`config.mk`:
```
export PLATFORM = sky130hd
export DESIGN_NAME = sync_fifo
export DESIGN_NICKNAME = d
export VERILOG_FILES = /design/src/rtl/sync_fifo.sv
export SDC_FILE = /design/constraint.sdc
export NUM_CORES = 1
export LEC_CHECK = 0
export ABC_AREA = 1
export BUFFER_PORTS_ARGS = -buffer_cell sky130_fd_sc_hd__buf_2
export CORE_ASPECT_RATIO = 2
export CORE_UTILIZATION = 40
export DETAILED_ROUTE_END_ITERATION = 10
export GPL_TIMING_DRIVEN = 0
export MAX_ROUTING_LAYER = met4
export PLACE_DENSITY = 0.57
export REMOVE_ABC_BUFFERS = 1
export SLEW_MARGIN = 20
export SYNTH_ARGS = -nofsm -noshare
export SYNTH_HDL_FRONTEND = slang
export SYNTH_SLANG_ARGS = --single-unit
```
`constraint.sdc`:
```
create_clock -name clk -period 4.06 [get_ports clk]
set_clock_uncertainty 0.05 [all_clocks]
set_input_delay 0.609 -clock clk [delete_from_list [all_inputs] [get_ports clk]]
set_output_delay 0.609 -clock clk [all_outputs]
set_load 0.02 [all_outputs]
```
`src/rtl/sync_fifo.sv`:
```
// sync_fifo: single-clock FIFO with same-cycle push/pop and synchronous flush
module sync_fifo #(
  parameter int WIDTH = 8,
  parameter int DEPTH = 4
) (
  input  logic             clk,
  input  logic             rst,
  input  logic             clr,
  input  logic             push,
  input  logic             pop,
  input  logic [WIDTH-1:0] din,
  output logic [WIDTH-1:0] dout,
  output logic             full,
  output logic             empty
);
  localparam int AW = $clog2(DEPTH);
  logic [WIDTH-1:0] mem [DEPTH];
  logic [AW:0] wp, rp;
  logic do_push, do_pop;
  always_comb begin
    empty = wp == rp;
    full = (wp[AW] != rp[AW]) && (wp[AW-1:0] == rp[AW-1:0]);
    do_pop = pop && !empty && !clr;
    do_push = push && !clr && (!full || do_pop);
    dout = mem[rp[AW-1:0]];
  end
  always_ff @(posedge clk or posedge rst)
    if (rst) begin
      wp <= '0;
      rp <= '0;
    end else if (clr) begin
      wp <= '0;
      rp <= '0;
    end else begin
      if (do_push) wp <= wp + 1'b1;
      if (do_pop) rp <= rp + 1'b1;
    end
  always_ff @(posedge clk)
    if (do_push) mem[wp[AW-1:0]] <= din;
endmodule

```
==> results.sh <==
export IMPL_run_status="completed"
export IMPL_htreeDepth=2
export IMPL_combined_area_of_all_synthesized_cells_mm2=0.00169
export IMPL_cts_repair_timing_setup_buffer_count=0
export IMPL_postLayoutCoreUtil=0.468
export IMPL_place_port_buffers=22
export IMPL_viasPerCell=4.99
export IMPL_core_mm2=0.00409
export IMPL_layout_drive_gt1_share=0.210
export IMPL_seq_power_share=0.525
export IMPL_drt_drc_violations_left=0
export IMPL_synth_xor_area_share=0.0267
export IMPL_critPathArrivalTime_ns=1.93
export IMPL_dieArea_mm2=0.00450
export IMPL_internal_power_uw=619
export IMPL_timing_worst_slew_pin_value_ns=0.847
export IMPL_largest_cells_by_area_after_synthesis="edfxtp_1 57%, dfrtp_1 8.9%, nor2_1 4.9%"
export IMPL_timing_critical_path_buf_inv=2
export IMPL_power_frac_comb=0.202
export IMPL_fmax_mhz=387
export IMPL_synthAdderAreaFrac=0.0371
export IMPL_p_sw_uw=269
export IMPL_die_width_um=47.9
export IMPL_timing_final_ws_setup_ns=1.47
export IMPL_starting_density=0.413
export IMPL_power_density_mw_per_mm2=464
export IMPL_max_cap_violations=0
export IMPL_antennaDiodeCount=0
export IMPL_drt_iter0_drc=30
export IMPL_globalRouteTotalUtil=0.166
export IMPL_dr_total_vias=1092
export IMPL_worstSetupPathType="reg2out"
export IMPL_drv_slew=0
export IMPL_path_delay_family="flip-flops"
export IMPL_first_global_vias=1111
export IMPL_area_growth_synth_to_final_pct=13.3
export IMPL_synth_area_in_compound_gates=0.0771
export IMPL_post_synth_inst_count=142
export IMPL_timing_setup_tns_ns=0
export IMPL_clk_path_buf_depth=2
export IMPL_totalWireLength_um=3120
export IMPL_globalplace_congestion=0.706
export IMPL_synth_largest_area_cell="edfxtp_1"
export IMPL_critical_path_max_stage_delay_ns=0.84
export IMPL_clk_insertion_delay_late_ns=0.28
export IMPL_grt_antenna_before_repair=0
export IMPL_clk_root_buffer_cell="clkbuf_8"
export IMPL_period_minus_slack_ns=2.59
export IMPL_finalSetupViolations=0
export IMPL_postCtsHoldBufs=0
export IMPL_part_of_the_yosys_area_used_for_sequential_elements=0.658
export IMPL_yosysTopAreaCellShare=0.569
export IMPL_die_span_y_um=93.9
export IMPL_num_nets_final=184
export IMPL_tritoncts="built"
export IMPL_cp_max_fo=20
export IMPL_synth_top_family_by_area="simple AND/OR/NAND/NOR gates"
export IMPL_synth_distinct_cells=22
export IMPL_power_switching_share=0.303
export IMPL_p_clk_frac=0.273
export IMPL_synth_mux_area_fraction=0
export IMPL_worst_vdd_drop_mv=0.218
export IMPL_crit_path_cell_trace="inv_2 > o21ai_0 > o22ai_1 > buf_2"
export IMPL_grt_remaining_overflow=0
export IMPL_rows=33
export IMPL_route_detailed_wl_per_inst_um=14.2
export IMPL_warning_count_from_the_yosys_run=0
export IMPL_slowest_cell_on_the_critical_path="dfrtp_1"
export IMPL_power_total_uw=888
export IMPL_synth_ff_latch_count=38
export IMPL_timing_critical_path_from_type="register"
export IMPL_hold_path_class="in2async"
export IMPL_maximum_number_of_pins_on_one_net_before_global_route_repair=21
export IMPL_cp_end_kind="output port"
export IMPL_tritoncts_num_sinks=38
export IMPL_drt_first_pass_iters=4
export IMPL_cts_made_buffers=5
export IMPL_cts_repair_resize_count=0
export IMPL_ant_nets=0
export IMPL_avgSynthCellArea_um2=11.9
export IMPL_grt_setup_unrepaired="no"
export IMPL_power_leakage_nw=0.774
export IMPL_synth_simple_gate_area_share=0.146
export IMPL_crit_required_ns=3.40
export IMPL_place_detailed_hpwl_um=2230
export IMPL_clkTransAtPathRegs_ns=0.07
export IMPL_timing_final_crit_share=0.637
export IMPL_hold_violation_count_in_the_final_report=0
export IMPL_grt_pass1_wl_um=4940
export IMPL_place_ws_ns=1.69
export IMPL_io_pins=23
export IMPL_slew_headroom=0.433
-- registers in the layout, summed over array words and instances (netlist names) --
name	count
mem	32
rp	3
wp	3
-- cell usage after synthesis (all sizes together) --
library cell	number
clkbuf	1
buf	4
nand2	15
o21ai	16
edfxtp	32
o22ai	8
nand4	6
xnor2	1
ha	5
xor2	2
nand3	8
nor2	22
dfrtp	6
inv	16
-- kinds of logic (layout without fill, tap and decap cells) --
| group | after synthesis | after routing |
|---|---|---|
| AO/OA/AOI/OAI | 24 | 24 |
| XOR/XNOR | 3 | 3 |
| adder cells (fa/ha/maj) | 5 | 5 |
| buffers and inverters | 21 | 46 |
| flip-flops | 38 | 38 |
| AND/OR/NAND/NOR | 51 | 51 |
-- layout by cell type (no fill, tap or decap) --
master and instances:
buf_2 22, clkbuf_1 1, clkbuf_8 5, clkinv_1 1, clkinv_2 1, dfrtp_1 6
edfxtp_1 32, ha_1 5, inv_1 14, inv_2 2, nand2_1 13, nand2_2 1
nand2_4 1, nand3_1 7, nand3_2 1, nand4_1 5, nand4_4 1, nor2_1 22
o21ai_0 15, o21ai_1 1, o22ai_1 8, xnor2_4 1, xor2_1 2
-- metrics by stage --
| stage | std cells | cell area (µm²) | hold WS, ns |
|---|---|---|---|
| detailed placement | 211 | 1830 | 0.499 |
| global route | 219 | 1910 | 0.201 |
| floorplan | 137 | 1660 | 0.350 |
| global placement | 211 | 1830 | 0.493 |
| finish | 219 | 1910 | 0.182 |
| CTS | 219 | 1910 | 0.187 |
-- worst reg2reg max path: cells and delay by family, from the launching register on --
kind,cells,cell delay (ns)
xor gates and xnor gates,1,0.18
and+or+nand+nor,3,0.86
DFF,1,0.84
-- final cells by class --
class,count,area (µm²)
Fill cell,377,2180
Sequential cell,38,1110
Multi-Input combinational cell,83,484
Timing Repair Buffer,22,110
Clock buffer,6,72.6
Tap cell,52,65.1
Inverter,16,60.1
Clock inverter,2,8.76
-- per-layer routing --
layer / wire length, µm / part of all wire / track usage
met3: 74 / 0.024 / 0.0288
met5: 0 / 0 / -
met4: 58 / 0.019 / 0.0718
met1: 1170 / 0.38 / 0.157
met2: 1820 / 0.58 / 0.298
-- power groups by stage --
stage          clock network, mW  logic (mW)  registers, mW
2_1_floorplan                  0       0.126          0.466
3_3_place_gp                   0       0.175          0.474
3_5_place_dp                   0       0.182          0.475
4_1_cts                    0.246       0.183          0.467
5_1_grt                    0.261       0.198          0.469
6_report                   0.243       0.179          0.466
-- final timing paths --
path,startpoint,endpoint,slack (ns),cells after the start
worst max-delay path,rp[0]$_DFFE_PP0P_,dout[3],1.47,4
worst min-delay path,rst,rp[2]$_DFFE_PP0P_,0.18,2
worst max register to register,rp[0]$_DFFE_PP0P_,mem[3][2]$_DFFE_PP_,1.74,4
worst min register to register,rp[2]$_DFFE_PP0P_,rp[2]$_DFFE_PP0P_,0.54,2
max in group asynchronous,rst,wp[0]$_DFFE_PP0P_,3.57,2
min in group clk,din[1],mem[3][1]$_DFFE_PP_,0.49,1
Power figures use the tool's default switching activity.
